===== src/rtl/bch_chien_search_pkg.sv =====
// Shared types, field constants and GF(16) arithmetic for the BCH(15,7) Chien search.
// Latency: n/a (types and pure functions only).
// Backpressure: n/a.
package bch_pkg;

   typedef logic [3:0]  gf_t;
   typedef logic [14:0] cw_t;

   localparam int unsigned N = 15;
   localparam int unsigned M = 4;

   // x^4 + x + 1
   localparam logic [4:0] GF_POLY    = 5'b10011;
   // alpha^-1 = alpha^14, alpha^-2 = alpha^13
   localparam gf_t        ALPHA_INV  = 4'b1001;
   localparam gf_t        ALPHA_INV2 = 4'b1101;

   typedef enum logic [1:0] {
      IDLE = 2'd0,
      EVAL = 2'd1,
      FIN  = 2'd2
   } state_t;

   // Shift-and-add multiply in GF(16); reduces by GF_POLY after every shift.
   function automatic gf_t gf_mul(gf_t a, gf_t b);
      gf_t acc;
      gf_t x;
      acc = '0;
      x   = a;
      for (int i = 0; i < 4; i++) begin
         if (b[i]) acc = acc ^ x;
         x = x[3] ? ({x[2:0], 1'b0} ^ GF_POLY[3:0]) : {x[2:0], 1'b0};
      end
      return acc;
   endfunction

endpackage


===== src/rtl/bch_chien_search_if.sv =====
// Request/result bundle between the Berlekamp-Massey stage and the Chien search.
// Latency: n/a (wires only).
// Backpressure: none; start is only honoured while the search is not busy.
interface bch_chien_search_if;
   import bch_pkg::*;

   logic start;
   gf_t  lambda1;
   gf_t  lambda2;
   cw_t  rx_word;
   logic busy;
   logic done;
   cw_t  corrected;
   cw_t  err_pos;
   logic [1:0] err_count;
   logic fail;

   modport master (
      output start, lambda1, lambda2, rx_word,
      input  busy, done, corrected, err_pos, err_count, fail
   );

   modport slave (
      input  start, lambda1, lambda2, rx_word,
      output busy, done, corrected, err_pos, err_count, fail
   );
endinterface


===== src/rtl/bch_chien_search_gf16_mul_const.sv =====
// Multiply a GF(16) element by a fixed constant; pure XOR network.
// Latency: combinational.
// Backpressure: none.
module gf16_mul_const
   import bch_pkg::*;
#(
   parameter gf_t K = 4'b0001
) (
   input  gf_t a,
   output gf_t y
);

   // Constant operand folds the multiply down to a handful of XORs.
   always_comb begin
      y = gf_mul(a, K);
   end

endmodule


===== src/rtl/bch_chien_search.sv =====
// Serial Chien search for BCH(15,7) t=2: tests one codeword position per cycle.
// Latency: start sampled at edge 0, results and done pulse register at edge 16.
// Backpressure: start ignored during EVAL; accepted in IDLE and in FIN (back-to-back).
module bch_chien_search
   import bch_pkg::*;
(
   input  logic               clk,
   input  logic               rst,
   bch_chien_search_if.slave  bus
);

   state_t     state_q, state_d;
   logic [3:0] j_q, j_d;
   gf_t        r1_q, r1_d;
   gf_t        r2_q, r2_d;
   cw_t        mask_q, mask_d;
   logic [1:0] cnt_q, cnt_d;
   logic [1:0] deg_q, deg_d;
   cw_t        rx_q, rx_d;
   logic       done_q, done_d;
   cw_t        corrected_q, corrected_d;
   cw_t        err_pos_q, err_pos_d;
   logic [1:0] err_count_q, err_count_d;
   logic       fail_q, fail_d;

   gf_t  r1_step;
   gf_t  r2_step;
   logic root;
   logic load;
   logic fail_now;

   gf16_mul_const #(.K(ALPHA_INV))  u_mul_r1 (.a(r1_q), .y(r1_step));
   gf16_mul_const #(.K(ALPHA_INV2)) u_mul_r2 (.a(r2_q), .y(r2_step));

   // Next-state, search datapath and result capture.
   always_comb begin
      state_d     = state_q;
      j_d         = j_q;
      r1_d        = r1_q;
      r2_d        = r2_q;
      mask_d      = mask_q;
      cnt_d       = cnt_q;
      deg_d       = deg_q;
      rx_d        = rx_q;
      done_d      = 1'b0;
      corrected_d = corrected_q;
      err_pos_d   = err_pos_q;
      err_count_d = err_count_q;
      fail_d      = fail_q;

      // lambda(alpha^-j) = 1 + r1 + r2 with r1, r2 already scaled for position j
      root     = ((4'b0001 ^ r1_q ^ r2_q) == 4'b0000);
      load     = bus.start && (state_q == IDLE || state_q == FIN);
      fail_now = (cnt_q != deg_q);

      case (state_q)
         IDLE: ;
         EVAL: begin
            r1_d = r1_step;
            r2_d = r2_step;
            if (root) begin
               mask_d = mask_q | (cw_t'(1) << j_q);
               cnt_d  = (cnt_q == 2'd3) ? 2'd3 : cnt_q + 2'd1;
            end
            if (j_q == 4'(N - 1)) begin
               state_d = FIN;
            end else begin
               j_d = j_q + 4'd1;
            end
         end
         FIN: begin
            done_d      = 1'b1;
            err_pos_d   = mask_q;
            err_count_d = cnt_q;
            fail_d      = fail_now;
            // An uncorrectable word is passed through untouched.
            corrected_d = fail_now ? rx_q : (rx_q ^ mask_q);
            state_d     = IDLE;
         end
         default: state_d = IDLE;
      endcase

      // Capture a new request; in FIN this overrides the return to IDLE.
      if (load) begin
         state_d = EVAL;
         j_d     = 4'd0;
         r1_d    = bus.lambda1;
         r2_d    = bus.lambda2;
         rx_d    = bus.rx_word;
         mask_d  = '0;
         cnt_d   = 2'd0;
         if (bus.lambda2 != 4'd0)      deg_d = 2'd2;
         else if (bus.lambda1 != 4'd0) deg_d = 2'd1;
         else                          deg_d = 2'd0;
      end
   end

   // State and result registers; reset aborts any search in flight.
   always_ff @(posedge clk) begin
      if (rst) begin
         state_q     <= IDLE;
         j_q         <= 4'd0;
         r1_q        <= '0;
         r2_q        <= '0;
         mask_q      <= '0;
         cnt_q       <= 2'd0;
         deg_q       <= 2'd0;
         rx_q        <= '0;
         done_q      <= 1'b0;
         corrected_q <= '0;
         err_pos_q   <= '0;
         err_count_q <= 2'd0;
         fail_q      <= 1'b0;
      end else begin
         state_q     <= state_d;
         j_q         <= j_d;
         r1_q        <= r1_d;
         r2_q        <= r2_d;
         mask_q      <= mask_d;
         cnt_q       <= cnt_d;
         deg_q       <= deg_d;
         rx_q        <= rx_d;
         done_q      <= done_d;
         corrected_q <= corrected_d;
         err_pos_q   <= err_pos_d;
         err_count_q <= err_count_d;
         fail_q      <= fail_d;
      end
   end

   // Drive the interface outputs straight from flops.
   always_comb begin
      bus.busy      = (state_q == EVAL);
      bus.done      = done_q;
      bus.corrected = corrected_q;
      bus.err_pos   = err_pos_q;
      bus.err_count = err_count_q;
      bus.fail      = fail_q;
   end

endmodule


===== src/flat_wrapper.sv =====
// flat-port wrapper written by rule: the top's interface ports become plain ports
module bch_chien_search_flat import bch_pkg::*;
  (clk, rst, bus_start, bus_lambda1, bus_lambda2, bus_rx_word, bus_busy, bus_done, bus_corrected, bus_err_pos, bus_err_count, bus_fail);
  bch_chien_search_if bus_i ();
  input  logic clk;
  input  logic rst;
  input wire logic [$bits(bus_i.start)-1:0] bus_start;
  input wire logic [$bits(bus_i.lambda1)-1:0] bus_lambda1;
  input wire logic [$bits(bus_i.lambda2)-1:0] bus_lambda2;
  input wire logic [$bits(bus_i.rx_word)-1:0] bus_rx_word;
  output wire logic [$bits(bus_i.busy)-1:0] bus_busy;
  output wire logic [$bits(bus_i.done)-1:0] bus_done;
  output wire logic [$bits(bus_i.corrected)-1:0] bus_corrected;
  output wire logic [$bits(bus_i.err_pos)-1:0] bus_err_pos;
  output wire logic [$bits(bus_i.err_count)-1:0] bus_err_count;
  output wire logic [$bits(bus_i.fail)-1:0] bus_fail;
  assign bus_i.start = bus_start;
  assign bus_i.lambda1 = bus_lambda1;
  assign bus_i.lambda2 = bus_lambda2;
  assign bus_i.rx_word = bus_rx_word;
  assign bus_busy = bus_i.busy;
  assign bus_done = bus_i.done;
  assign bus_corrected = bus_i.corrected;
  assign bus_err_pos = bus_i.err_pos;
  assign bus_err_count = bus_i.err_count;
  assign bus_fail = bus_i.fail;
  bch_chien_search u_core (.clk(clk), .rst(rst), .bus(bus_i));
endmodule

===== config.mk =====
export PLATFORM = sky130hd
export DESIGN_NAME = bch_chien_search_flat
export DESIGN_NICKNAME = d
export VERILOG_FILES = /design/src/rtl/bch_chien_search_pkg.sv /design/src/rtl/bch_chien_search_if.sv /design/src/rtl/bch_chien_search_gf16_mul_const.sv /design/src/rtl/bch_chien_search.sv /design/src/flat_wrapper.sv
export SDC_FILE = /design/constraint.sdc
export NUM_CORES = 1
export LEC_CHECK = 0
export ABC_AREA = 1
export BUFFER_PORTS_ARGS = -buffer_cell sky130_fd_sc_hd__buf_2
export CAP_MARGIN = 20
export CORE_AREA = 4 4 71 105
export CTS_CLUSTER_DIAMETER = 150
export CTS_CLUSTER_SIZE = 10
export DETAILED_ROUTE_END_ITERATION = 6
export DIE_AREA = 0 0 75 109
export PLACE_DENSITY = 0.93
export SETUP_SLACK_MARGIN = 0.5
export SYNTH_ARGS = -nofsm -noshare
export SYNTH_HDL_FRONTEND = slang
export SYNTH_HIERARCHICAL = 1
export SYNTH_SLANG_ARGS = --single-unit
export TNS_END_PERCENT = 20

===== constraint.sdc =====
create_clock -name clk -period 2.1 [get_ports clk]
set_input_delay 0.42 -clock clk [delete_from_list [all_inputs] [get_ports clk]]
set_output_delay 0.42 -clock clk [all_outputs]
set_load 0.02 [all_outputs]

======== After elaboration in Yosys (flattened, before gate mapping) ========
Cells that the tools add are included.
W data, S select, Z words.
storage, ports and cells
  flip-flop bits (word level) ............. 82
  output and inout port bits .............. 35
  word-level logic and storage cells ...... 70
cells by class
  add/subtract/negate cells ............... 2
  equal/unequal tests ..................... 8
  shift-type cells ........................ 1
  muxes and demuxes ....................... 18
  bitwise operators ....................... 15
  reductions and logical operators ........ 12
operator list
  operator                number
  $mux W2                 9
  $mux W4                 4
  $xor A4 B4 Y4           4
  $mux W15                1
  $or A15 B15 Y15         1
  $shl A1 B4 Y15 const A  1
  $xor A15 B15 Y15        1
  $not A2 Y2              6
  $reduce_and A2 Y1       4
  $reduce_bool A4 Y1      2
  $add A4 B1 Y4 const B   1
  $eq A2 B2 Y1 const B    2
  $eq A4 B4 Y1 const B    1
  $logic_not A4 Y1        1
  $ne A2 B1 Y1 const B    2
  $pmux W2 S2             1
  $mux W1                 3
  $ne A3 B1 Y1 const B    1
  $not A1 Y1              3
  $add A2 B1 Y2 const B   1
  $eq A2 B1 Y1 const B    1
  $logic_not A2 Y1        1
  $ne A2 B2 Y1            1
  $reduce_bool A2 Y1      1
  3 further kinds         3

======== Depth between registers and ports, before layout ========
  depth after elaboration ................. 9
  depth in mapped cells ................... 9
  depth with buffers taken out ............ 8

======== By module ========
The synthesis kept the hierarchy.
by module, submodules not included
  module                            times used  cells an instance  area each (um^2)  sequential area each (um^2)
  bch_chien_search                  1           478                3798.6            1641.6
  gf16_mul_const (u_core.u_mul_r2)  1           13                 51.3              0.0
  gf16_mul_const (u_core.u_mul_r1)  1           8                  30.0              0.0

======== Least setup slack after synthesis ========
OpenSTA, ideal clock, no wires.
  path type ............................... register -> register
  from .................................... register u_core.j_q[0]
  to ...................................... register u_core.j_q[3]
  arrival ................................. 1.101 ns
  data required time ...................... 1.986 ns
  path slack .............................. 0.885 ns
  cell stages (with the launch flop) ...... 8
  cell sequence ........................... dfxtp_1 -> inv_1 -> ha_1 -> nand3_1 -> nand2_4 -> nor2_4 -> xor2_1 -> nor2_1
between the ends
  longest elaborated chain between the ends .. 3
  elaborated cells on any way between the ends .. 4
  those cells by class .................... 1 x add/sub; 1 x eq/ne; 1 x bitwise; 1 x reduce/logical
RTL lines
  item                                                   RTL line                 RTL
  start, declared                                        bch_chien_search.sv:13   logic [3:0] j_q, j_d;
  start signal, assigned                                 bch_chien_search.sv:116  j_q <= j_d;
  branches (longest 3 deep; another with $add A4 B1 Y4)  n/a
Parallel ways; which one is timed is not known.
A chain may end at the register's enable or synchronous reset.

======== Final worst setup path ========
  from .................................... register u_core.state_q[0]
  to ...................................... output port bus_busy
between the ends
  longest elaborated chain between the ends .. 1
RTL lines
  item                    RTL line                 RTL
  start, declared         bch_chien_search.sv:12   state_t state_q, state_d;
  start signal, assigned  bch_chien_search.sv:115  state_q <= state_d;
  $eq A2 B1 Y1            bch_chien_search.sv:133  bus.busy = (state_q == EVAL);
  end, declared           flat_wrapper.sv:11       output wire logic [$bits(bus_i.busy)-1:0] bus_busy;
Every way passes these cells.

==> impl_metrics.csv <==
group,metric,value,unit
worst_setup_path,cp_max_fo,5,
timing,fin_crit_sh,0.770,
synth,synth_top_area_cell,"dfxtp_1",
worst_setup_path,reg2reg_from,"u_core/cnt_q[0]",
cells_and_area,multi_input_comb_area,1730,um2
synth,ys_seq_area_frac,0.423,
global_routing,antenna_found_initial,0,
routing,wl_per_cell,14.9,um
timing,tightest_slew,0.488,ns
timing,finalMaxSlewViolations,0,
global_routing,overflow,0,
timing,setup_viol,0,
worst_setup_path,path_class,"reg2out",
worst_setup_path,reg2reg_depth,6,
floorplanning,die_x,75,um
worst_setup_path,reg2reg_slack,0.59,ns
power,power_leakage,1.93,nW
power,peakVddDrop,0.000570,V
clock_network,cts_tree,"done",
placed_design,postPlaceCellArea,4090,um2
synth,syn_inst,499,
clock_network,cts.reportedPaths.clkPinSlew,0.08,ns
floorplanning,rows,36,
worst_hold_path,hp-class,"in2reg",
worst_setup_path,required,1.68,ns
global_routing,grt_max_degree,47,
timing,fmax,618,MHz
clock_network,cts_root_buf,"clkbuf_8",
global_routing,grt_pass1_vias,3333,
worst_setup_path,critPathLaunchType,"flop",
routing,routed_wl,9300,um
routing,firstDrtPassIters,5,
floorplanning,initial_utilization,0.594,
cells_and_area,register_area,1640,um2
cells_and_area,synthToLayoutAreaGrowth,13.0,%
synth,syn_area,3880,um2
power,power,3.57,mW
routing,vias_per_cell,5.72,
floorplanning,die_y,109,um
clock_network,cts_htree_levels,3,
run,drv_cap,0,
power,p_per_area,815,nW/um2
worst_hold_path,hold_start,"bus_rx_word[6]",
synth,synth_fp_nets,531,
floorplanning,dieArea,8180,um2
clock_network,clk_latency,0.36,ns
synth,ys_types,35,
cells_and_area,final_cells,625,
clock_network,cts.sinks,82,
cells_and_area,mostFrequentLayoutCell,"dfxtp_1",
cells_and_area,stdcell_area,4390,um2
worst_hold_path,hold_end,"u_core/rx_q[6]",
worst_setup_path,cpPeakStageDelay,0.38,ns
synth,avgSynthCellArea,7.78,um2
placed_design,gp_congestion,0.820,
floorplanning,coreArea,6530,um2
worst_setup_path,crit_slowest_cell,"dfxtp_2",
timing,slew_headroom,0.674,
synth,yosysTopAreaCellShare,0.423,
cells_and_area,most-common-layout-cells,"dfxtp_1 (81), inv_1 (69), buf_2 (60), nand2_1 (60), a21oi_1 (49)",
clock_network,cts_buffers,9,
worst_setup_path,r2r_end,"u_core/bus.corrected[13]",
clock_network,clock_path_buffers,2,
routing,antenna_left,0,
cells_and_area,n_antenna_cell,0,
worst_setup_path,path_cells,"inv_2 > nor2_4 > buf_2",
worst_setup_path,worst_setup_path_end_kind,"primary output",
global_routing,grtUsageTotal,0.234,
status,status,"completed",
routing,drc_errors,0,
timing,hold_viol_final,0,
placed_design,dpl.cell_count,605,
cells_and_area,layout-drive-gt1-share,0.219,
global_routing,grt_first_pass_wirelength,14700,um
synth,synth-seq-cells,82,
floorplanning,io_pins,61,
timing,setup_tns,0,ns
routing,dr.first_iter.drc_count,435,
timing,rsz0062_at_grt,"true",
synth,synthTopCellsByArea,"dfxtp_1 (42%), inv_1 (6.7%), a21oi_1 (6.3%)",
routing,num_vias,3578,
synth,ys_warn_count,6,
placed_design,port_buffers,60,
placed_design,hpwl,6250,um
cells_and_area,nNetsFinal,576,
worst_setup_path,crit_arrival,1.20,ns
timing,skew,0.00893,ns
timing,min_period,1.62,ns
worst_hold_path,min_path_cells,3,
cells_and_area,num-fill-cells,490,
==> flip-flops by register name (all words and copies together) (netlist names), 4 cells and up <==
name                  count
u_core/rx_q              15
u_core/r2_q               4
u_core/bus.corrected     15
u_core/bus.err_pos       15
u_core/r1_q               4
u_core/mask_q            15
u_core/j_q                4
==> critical path, delay by kind of cell (launching register included) <==
kind,cells,cell delay (ns)
simple gates,1,0.18
buf+inv,2,0.28
flops,1,0.38
==> per-stage QoR <==
step	hold WS, ns	utilization	setup slack [ns]
2_1_floorplan	0.442	-	0.885
3_3_place_gp	0.451	0.625	0.360
3_5_place_dp	0.462	0.625	0.271
4_1_cts	0.309	0.664	0.337
5_1_grt	0.331	0.671	0.437
6_report	0.318	0.671	0.482
==> area by class of cell <==
cell class / instances / area share
clock inverters: 4 / 0.0165
multi-input cells: 303 / 0.394
flip-flops and latches: 82 / 0.375
well taps: 76 / 0.0217
clock buffers: 12 / 0.0377
repair buffers: 68 / 0.0850
inverters: 80 / 0.0702
==> where the power goes <==
group	internal (mW)	leakage [nW]	total, mW	switching (mW)
sequential	1.63	0.669	1.70	0.0635
combinational	0.183	1.14	0.548	0.365
clock	0.765	0.119	1.33	0.564
total	2.58	1.93	3.57	0.992
==> per-layer routing <==
metal,routed length (um),share of wire,GRT usage
met1,3620,0.39,0.274
met3,651,0.070,0.0554
met4,349,0.038,0.118
met2,4680,0.50,0.391
met5,0,0,0
==> cells in the mapped netlist <==
cell	instances
nor4_2	1
xor2_1	2
a21oi_2	1
inv_1	69
nand4_1	30
nand2_2	5
a211oi_1	3
a21oi_1	49
ha_1	6
inv_6	1
clkbuf_1	8
nor2_4	2
buf_8	3
o21ai_0	29
o211ai_1	1
o21ai_1	13
nor2_2	2
nand3_1	36
buf_2	13
inv_4	1
or2_2	1
dfxtp_1	82
buf_4	3
a211oi_2	3
nor4_1	1
nor2_8	3
buf_6	8
nor3_1	12
inv_2	9
nand2_4	3
nor2_1	23
xnor2_1	1
nand2_1	60
a221oi_2	1
o21a_1	14
==> how the worst max path moves through the flow <==
stage	from	to	slack [ns]	depth (start not counted)
2_1_floorplan	u_core/j_q[0]	u_core/j_q[3]	0.88	7
3_3_place_gp	u_core/deg_q[0]	u_core/bus.corrected[14]	0.36	6
3_5_place_dp	u_core/deg_q[0]	u_core/bus.corrected[11]	0.27	6
4_1_cts	u_core/state_q[0]	bus_busy	0.34	3
5_1_grt	u_core/state_q[0]	bus_busy	0.44	3
6_report	u_core/state_q[0]	bus_busy	0.48	3
==> cells by family (layout without fill, tap and decap cells) <==
logic type      after synthesis  in the layout  share of synthesized area
buf+inv                     115            164                      0.144
fa+ha+maj                     6              6                     0.0193
simple gates                179            179                      0.238
compound gates              114            114                      0.168
flops                        82             82                      0.423
xor+xnor                      3              4                    0.00677
==> repair_timing <==
item                                   CTS  global route
endpoints found under the hold margin    0             0
pin swaps                                0             2
gates cloned                             0             1
setup endpoints to repair               17            14
buffers inserted                         0             3
hold buffers                             0             0
gates resized for setup                  1             2
Power figures use the tool's default switching activity.
